==> src/rtl/dram_pkg.sv <==
// Shared DRAM user-interface definitions: command encodings, burst geometry
// and the write-data FIFO entry layout.
package dram_pkg;

    localparam logic [2:0] APP_CMD_WRITE = 3'b000;
    localparam logic [2:0] APP_CMD_READ  = 3'b001;

    localparam int unsigned BURST_BITS     = 128;
    localparam int unsigned BURST_BYTES    = 16;
    localparam int unsigned DRAM_ADDR_BITS = 27;

    typedef logic [BURST_BITS-1:0] burst_t;

    typedef struct packed {
        logic [BURST_BYTES-1:0] mask;
        burst_t                 data;
    } wdf_entry_t;

endpackage

==> src/rtl/mig_app_wdf_fifo.sv <==
// Write-data FIFO holding {mask, data} beats until a write command claims them.
// Supports simultaneous push and pop, including when full.
module mig_app_wdf_fifo
    import dram_pkg::*;
#(
    parameter int unsigned WDF_DEPTH = 4
) (
    input  logic       clk_i,
    input  logic       rst_ni,
    input  logic       push_i,
    input  logic       pop_i,
    input  wdf_entry_t din_i,
    output wdf_entry_t dout_o,
    output logic       full_o,
    output logic       empty_o
);
    localparam int unsigned AW = $clog2(WDF_DEPTH);
    localparam int unsigned CW = AW + 1;
    localparam logic [CW-1:0] FULL_CNT = CW'(WDF_DEPTH);

    wdf_entry_t    mem_q [WDF_DEPTH];
    logic [AW-1:0] rd_ptr_q, wr_ptr_q;
    logic [CW-1:0] cnt_q;
    logic          do_push, do_pop;

    assign full_o  = (cnt_q == FULL_CNT);
    assign empty_o = (cnt_q == '0);
    assign dout_o  = mem_q[rd_ptr_q];

    // A push into a full FIFO is legal only when the head leaves on the same edge.
    assign do_pop  = pop_i && !empty_o;
    assign do_push = push_i && (!full_o || do_pop);

    always_ff @(posedge clk_i) begin
        if (do_push) begin
            mem_q[wr_ptr_q] <= din_i;
        end
    end

    always_ff @(posedge clk_i) begin
        if (!rst_ni) begin
            rd_ptr_q <= '0;
            wr_ptr_q <= '0;
            cnt_q    <= '0;
        end else begin
            if (do_push) begin
                wr_ptr_q <= wr_ptr_q + 1'b1;
            end
            if (do_pop) begin
                rd_ptr_q <= rd_ptr_q + 1'b1;
            end
            cnt_q <= cnt_q + CW'(do_push) - CW'(do_pop);
        end
    end

endmodule

==> config.mk <==
export PLATFORM = sky130hd
export DESIGN_NAME = mig_app_wdf_fifo
export DESIGN_NICKNAME = d
export VERILOG_FILES = /design/src/rtl/dram_pkg.sv /design/src/rtl/mig_app_wdf_fifo.sv
export SDC_FILE = /design/constraint.sdc
export NUM_CORES = 1
export LEC_CHECK = 0
export ABC_AREA = 0
export BUFFER_PORTS_ARGS = -buffer_cell sky130_fd_sc_hd__buf_2
export CAP_MARGIN = 5
export CORE_UTILIZATION = 50
export DETAILED_ROUTE_END_ITERATION = 12
export PLACE_DENSITY = 0.68
export SLEW_MARGIN = 10
export SYNTH_ARGS = -nofsm -noshare
export SYNTH_HDL_FRONTEND = slang
export SYNTH_SLANG_ARGS = --single-unit
==> constraint.sdc <==
create_clock -name clk_i -period 7.2 [get_ports clk_i]
set_clock_uncertainty 0.05 [all_clocks]
set_input_delay 2.16 -clock clk_i [delete_from_list [all_inputs] [get_ports clk_i]]
set_output_delay 2.16 -clock clk_i [all_outputs]
set_load 0.1 [all_outputs]
# [Yosys cells after proc, flatten, opt, wreduce, memory -nomap -nowiden]
# Memory sizes are Yosys's and may differ from the RTL's. A register that Yosys moved wholly into a read port is not among the register bits.
# Index checks and enable logic that the tools add are counted.
[word_totals] ramBits=576 in_bits=148 wordCells=19 n_memories=1 regBits=7 output_inout_bits=146
[memory_table] memory="mem_q" depth=4 word_bits=144 read_ports=1 rd_ports_with_merged_regs=1 write_ports=1 line="mig_app_wdf_fifo.sv:21" text="wdf_entry_t mem_q [WDF_DEPTH];"
[op_classes] n_eq_ne=1 reduce_logical=6 mux=4 addsub=4
[ops] cell="$add 2x1->2 const B" count=2
[ops] cell="$mux 2" count=2
[ops] cell="$add 3x1->3" count=1
[ops] cell="$eq 3x3->1 const B" count=1
[ops] cell="$logic_not 3->1" count=1
[ops] cell="$sub 3x1->3" count=1
[ops] cell="$logic_and 1x1->1" count=2
[ops] cell="$logic_not 1->1" count=2
[ops] cell="$mux 1" count=2
[ops] cell="$logic_or 1x1->1" count=1

# [Depth between registers and ports, before layout]
# Gate-level depths: netlist of the first run.
[logic_depth] word_depth=7 depth_mapped=8 mapped_depth_nobuf=8

# [Worst setup path before layout of the first run]
# Ideal clock, no wire load.
[synth_path] path_kind="input to register" startpoint="input port pop_i" endpoint="memory mem_q[0][0] (netlist bit) (enable)" t_required_ns=6.629 n_path_buf=0 slack_ns=0.840 stages=3 arrival_ns=5.789 setup_time_ns=0.521 path_cell_list="inv_1 a21boi_2 and2_1"
[synth_between] elab_chain_len=5
[synth_rtl] item="from (decl)" line="mig_app_wdf_fifo.sv:11" text="input logic pop_i,"
[synth_rtl] item="$logic_and 1x1->1" line="mig_app_wdf_fifo.sv:31" text="assign do_pop = pop_i && !empty_o;"
[synth_rtl] item="$logic_or 1x1->1" line="mig_app_wdf_fifo.sv:32" text="assign do_push = push_i && (!full_o || do_pop);"
[synth_rtl] item="$logic_and 1x1->1" line="mig_app_wdf_fifo.sv:32"
[synth_rtl] item="$mux 1" line="mig_app_wdf_fifo.sv:35" text="if (do_push) begin"
[synth_rtl] item="$mux 1 (not written as such)" line="mig_app_wdf_fifo.sv:36" text="mem_q[wr_ptr_q] <= din_i;"
[synth_rtl] item="to (decl)" line="mig_app_wdf_fifo.sv:21"
# No other way between the ends.

==> summary.md, run 1 <==
| Metric | Value |
|---|---|
| Run status | `finished, final reports clean` |
| Setup WS pre-CTS | `roughly 2.6 ns` |
| Core Rows | `between 70 and 80` |
| Combined flip-flop and latch cell area | `0.01748 mm²` |
| Final worst path period share | `a little under three quarters` |
| Area growth from synthesis to layout | `17.97%` |
| Syn Nets | `between 900 and 1,000` |
| Kind of end point of the critical path | `primary output` |
| Leading post-synthesis cells by cell area | `edfxtp_1, mux4_2, dfxtp_1` |
| Maximum number of pins on one net before global-route repair | `88` |
| Biggest area consumer among synthesized cells | `edfxtp_1` |
| Largest family of logic cells by synthesized area | `multiplexers` |
| Commonest non-fill, non-tap cell in the layout | `edfxtp_1` |
| Type of element launching the critical path | `register` |
| Yosys Warn Count | `0` |
| DR iter-0 viols | `slightly above 700` |
| RSZ-0062 raised after global routing | `no` |
| Max FO, Critical Path | `72` |
| Clock buffers created by TritonCTS | `57` |
| Slew at the pin closest to its max-slew limit | `between 0.9 and 1 ns` |
| Start point of the worst hold path | `wr_ptr_q[1]` |
| Data required time at the worst endpoint | `~5 ns` |
| Arithmetic-cell share of the synthesized area counting full adders, half adders and majority gates | `less than 1%` |
| Number of global-route vias before repair | `9,668` |
| Chip height | `around 210 µm` |
| Critical path data arrival time | `between 2 and 3 ns` |
| Die outline area | `0.04326 mm²` |
| Synthesized area divided by synthesized cell count | `26.55 µm²` |
| Hold violation total from the final report | `0` |
| Part of the Yosys area used for sequential elements | `~82%` |
| Peak clock frequency supported by timing | `195.9 MHz` |
| Count of unique library cells instantiated by Yosys | `22` |
| Crit Path Class | `reg2out` |
| Core Region | `about 0.042 mm²` |
| Post-Synth XOR/XNOR Area | `less than 1%` |
| Clock latency of the later-clocked register in the worst-skew pair | `roughly 0.6 ns` |
| Finish-stage setup viols | `0` |
| Terminus of the critical flop-to-flop path | `mem_q[2][138]` |
| Max-cap viol count | `0` |
| Buffer type at the clock tree root | `clkbuf_16` |
| Worst reg-to-reg path cell count | `5` |
| Global placer's final weighted congestion | `just over 0.7` |
| Footprint of the multi-input gates | `approximately 0.0035 mm²` |
| Post-synthesis instance area | `approximately 0.021 mm²` |
| Cell Area, Placed | `between 0.02 and 0.025 mm²` |
| Number of buffers inserted by hold repair at cts | `0` |
| H-tree depth reported by CTS | `2` |
| Count of boundary I/O pins | `294` |
| Total GRT Usage | `between 10% and 20%` |
| Post-route DRC | `0` |
| Final max-slew violation count | `0` |
| Horiz. Die Dim | `between 200 and 250 µm` |
| Remaining number of nets flagged by the antenna check after routing | `0` |
| Post-layout instance area | `around 0.025 mm²` |
| Clock tree from TritonCTS | `done` |
| Initial Utilization | `about half` |
| Vias after detailed routing | `between 9,000 and 10,000` |
| Buffers on Ports | `roughly 290` |
| Least setup slack across all paths after layout | `roughly 2.1 ns` |
| Most frequent cells in the layout | `edfxtp_1, buf_2, mux4_2` |
| CTS max path bufs | `3` |
| Mux cell area share after synthesis | `15.38%` |
| Summed negative setup slack over all endpoints | `0 ns` |
| Type of the tightest min-delay check | `reg2reg` |
| Mean number of vias per cell | `5.426` |
| Initial antenna violation count | `8` |
| Register bit total from synthesis | `just under 600` |
| Slew Limit Headroom | `a little under two fifths` |
| Time the final worst path needs with I/O delays and setup | `5.106 ns` |
| DR WL/cell | `approximately 23 µm` |
| Clock tree sinks | `approximately 590` |
| Wire length of the first global-routing pass | `around 59 mm` |
| Share of layout cells above drive strength 1 | `a little under half` |
| # Post-CTS Setup Buffers | `0` |
| Worst hold path cell count | `2` |
| Dpl hpwl | `22.73 mm` |
| Hold endpoint | `wr_ptr_q[1]` |
| Net total in the final layout | `between 1,000 and 1,500` |
| Slack of the worst reg-to-reg path | `4.46 ns` |
| Final WL | `39.05 mm` |
| Number of fill cells in the layout | `2,997` |
| Number of instances in the synthesized netlist | `between 700 and 800` |
| Fraction of the mapped netlist area in simple logic gates | `less than 1%` |
| Compound-cell area share of the yosys netlist | `0.1769%` |
| Reg clk slew, reported paths | `0.06 ns` |
| R2R Path Start | `cnt_q[2]` |
| CTS resizes | `0` |
| Share of the synthesized area in the top cell type | `roughly 82%` |
| Leftover overflow at the end of global routing | `0` |
| DRT Pass-1 Iters | `4` |
==> cells by family (layout without fill, tap and decap cells) <==
kind of cell,Yosys count,after routing
adder cells (fa/ha/maj),6,6
multiplexers,146,146
flip-flops,585,585
other,0,2
AO/OA/AOI/OAI,4,4
buffers and inverters,37,412
AND/OR/NAND/NOR,17,17
XOR/XNOR,4,4
==> synth_stat cells (all sizes together) <==
library cell and instances:
inv 4, a21bo 1, and2 10, xnor2 4, clkbuf 6, fa 1, a21boi 1, mux2i 2
mux4 144, nor3 1, o31ai 1, nor3b 1, nand2 4, ha 5, or2 1, buf 27
dfxtp 9, o311ai 1, edfxtp 576
==> how the worst max path moves through the flow <==
stage | slack (ns) | to | from | depth (start not counted)
global placement | 2.62 | dout_o[132] | register | 3
finish | 2.09 | dout_o[122] | register | 3
floorplan | 0.84 | mem_q[0][0] | pop_i | 3
CTS | 1.98 | dout_o[132] | register | 3
detailed placement | 2.62 | dout_o[132] | register | 3
global route | 1.88 | dout_o[122] | register | 3
==> worst max-delay path, stage by stage, from the launching register on <==
cell and delay (ns):
dfxtp_4 0.73, buf_12 0.50, mux4_2 0.61, buf_2 0.31
==> registers in the layout, indices dropped and copies added, names as in the netlist, named ones only <==
register	cells
cnt_q	3
wr_ptr_q	2
mem_q	576
rd_ptr_q	2
==> metal layers <==
metal	wire (µm)	part of all wire (%)	vias to the layer above	track usage, %
li1	-	-	4122	-
met1	17200	44	4851	26.80
met2	18520	47	257	27.64
met3	2528	6.5	64	4.589
met4	728	1.9	12	5.441
met5	79	0.20	-	0
==> cell type report <==
| type | count | area share, % |
|---|---|---|
| Sequential cell | 585 | 69.87 |
| Multi-Input combinational cell | 177 | 14.08 |
| Clock buffer | 74 | 5.955 |
| Tap cell | 539 | 2.695 |
| Clock inverter | 30 | 0.8300 |
| Inverter | 4 | 0.06000 |
| Antenna cell | 2 | 0.02000 |
| Timing Repair Buffer | 304 | 6.490 |
==> through the flow <==
stage / hold slack [ns] / instances / utilization [%]
detailed placement: 0.4479 / 1609 / 55.73
global placement: 0.4368 / 1609 / 55.73
CTS: 0.4560 / 1713 / 59.78
floorplan: 0.4177 / 799 / -
global route: 0.4934 / 1713 / 59.78
finish: 0.4498 / 1715 / 59.79
Power of run 1 is not shown: default switching activity piles up to over one toggle a cycle in this logic, so the estimate is an artifact.
==> run 2, diff against run 1 <==
--- a/config.mk
+++ b/config.mk
@@ -10,7 +10,7 @@
 export CAP_MARGIN = 5
 export CORE_UTILIZATION = 50
 export DETAILED_ROUTE_END_ITERATION = 12
-export PLACE_DENSITY = 0.68
+export PLACE_DENSITY = 0.71
 export SLEW_MARGIN = 10
 export SYNTH_ARGS = -nofsm -noshare
 export SYNTH_HDL_FRONTEND = slang
==> constraint.sdc (replaced) <==
create_clock -name clk_i -period 4.4 [get_ports clk_i]
set_clock_uncertainty 0.05 [all_clocks]
set_input_delay 1.32 -clock clk_i [delete_from_list [all_inputs] [get_ports clk_i]]
set_output_delay 1.32 -clock clk_i [all_outputs]
set_load 0.1 [all_outputs]
==> summary.md, run 2 (same netlist as run 1, synthesis figures left out) <==
| Metric | Value |
|---|---|
| Critical path data arrival time | `between 2 and 3 ns` |
| Run status | `finished, final reports clean` |
| Area growth from synthesis to layout | `20.26%` |
| Post-route DRC | `0` |
| Clock tree sinks | `approximately 600` |
| Post-layout instance area | `around 0.026 mm²` |
| Number of flip-flops under the largest register name | `between 500 and 600` |
| Dpl hpwl | `roughly 23 mm` |
| DRT Pass-1 Iters | `5` |
| CTS max path bufs | `3` |
| Peak clock frequency supported by timing | `253.1 MHz` |
| Commonest non-fill, non-tap cell in the layout | `edfxtp_1` |
| Leftover overflow at the end of global routing | `0` |
| Number of buffers inserted by hold repair at cts | `0` |
| Least setup slack across all paths after layout | `~0.45 ns` |
| RSZ-0062 raised after global routing | `no` |
| Buffer type at the clock tree root | `clkbuf_16` |
| H-tree depth reported by CTS | `2` |
| Setup WS pre-CTS | `approximately 1.1 ns` |
| Cell Area, Placed | `between 0.02 and 0.025 mm²` |
| Initial Utilization | `50.69%` |
| Initial antenna violation count | `6` |
| Summed negative setup slack over all endpoints | `0 ns` |
| Slew Limit Headroom | `between 50% and 60%` |
| Type of the tightest min-delay check | `reg2reg` |
| Hold violation total from the final report | `0` |
| DR iter-0 viols | `between 600 and 700` |
| Met2 wirelength from detailed routing | `19.16 mm` |
| Final worst path period share | `approximately nine tenths` |
| Reg clk slew, reported paths | `about 0.060 ns` |
| Core Rows | `75` |
| Length of routed wiring on met1 | `~16 mm` |
| Chip height | `slightly above 200 µm` |
| Top reg by flops | `mem_q` |
| Final WL | `slightly below 40 mm` |
| Most frequent cells in the layout | `edfxtp_1, buf_2, mux4_2` |
| Max-cap viol count | `0` |
| Share of layout cells above drive strength 1 | `between 40% and 50%` |
| Type of element launching the critical path | `register` |
| Buffers on Ports | `293` |
| Horiz. Die Dim | `approximately 210 µm` |
| Net total in the final layout | `1,293` |
| Count of boundary I/O pins | `between 200 and 300` |
| Kind of end point of the critical path | `primary output` |
| Final max-slew violation count | `0` |
| Footprint of the multi-input gates | `about 0.0035 mm²` |
| Die outline area | `between 0.04 and 0.05 mm²` |
| Clock latency of the later-clocked register in the worst-skew pair | `around 0.60 ns` |
| Crit Path Class | `reg2out` |
| Max FO, Critical Path | `65` |
| Slew at the pin closest to its max-slew limit | `about 0.70 ns` |
| Largest registers in the final layout | `mem_q (576), cnt_q (3)` |
| Total GRT Usage | `~18%` |
| # Post-CTS Setup Buffers | `0` |
| Number of global-route vias before repair | `just under 10,000` |
| CTS resizes | `0` |
| Post-Route Utilization | `slightly above 60%` |
| WL met3 | `between 3 and 4 mm` |
| Finish-stage setup viols | `0` |
| Global placer's final weighted congestion | `0.7410` |
| Top layer reached by signal wires | `met5` |
| Combined flip-flop and latch cell area | `0.01748 mm²` |
| Data required time at the worst endpoint | `just over 3 ns` |
| Mean number of vias per cell | `5.428` |
| Time the final worst path needs with I/O delays and setup | `about 4.0 ns` |
| Remaining number of nets flagged by the antenna check after routing | `0` |
| Core Region | `between 0.04 and 0.05 mm²` |
| Clock buffers created by TritonCTS | `57` |
| DR WL/cell | `between 20 and 25 µm` |
| Maximum number of pins on one net before global-route repair | `72` |
| Clock tree from TritonCTS | `done` |
| Vias after detailed routing | `9,385` |
| Number of fill cells in the layout | `2,933` |
| Wire length of the first global-routing pass | `approximately 60 mm` |
## run 2: cell types whose count changed in the layout (fill, tap and decap cells not counted), moves of 2 or more
cell	delta
bufinv_16	+10
buf_12	+8
clkbuf_1	-8
buf_4	+2
clkbuf_16	+2
clkinv_4	-2
## run 2: path summary, 6_finish.rpt
kind / to / start / slack, ns / depth (start not counted)
worst max-delay path: dout_o[102] / register / 0.45 / 3
worst min-delay path: wr_ptr_q[0] / wr_ptr_q[0] / 0.45 / 2
worst max register to register: cnt_q[2] / cnt_q[1] / 2.03 / 8
worst min register to register: wr_ptr_q[0] / wr_ptr_q[0] / 0.45 / 2
## run 2: routing by layer
layer / GRT usage (%) / vias to the layer above
li1: - / 4152
met1: 24.70 / 4883
met2: 29.29 / 283
met3: 5.917 / 59
met4: 5.287 / 8
met5: 0 / -
## run 2: final cells by class
type	instances	area share (%)
antenna	3	0.02943
sequential	585	68.53
inverter	4	0.05885
multi-input combinational	177	13.84
timing repair buffer	314	7.052
tap	539	2.643
clock inverter	39	1.927
clock buffer	68	5.920
## run 2: metrics by stage
stage          hold slack [ns]  cells
6_report                0.4465   1729
5_1_grt                 0.4794   1727
4_1_cts                 0.4499   1726
3_5_place_dp            0.4399   1619
3_3_place_gp            0.4328   1619
2_1_floorplan           0.4177    799
## run 2: worst max-delay path, stage by stage (launching register included)
cell,delay (ns)
dfxtp_4,0.48
buf_12,0.44
mux4_2,0.62
buf_2,0.32
Power of run 2 is left out for the same reason.
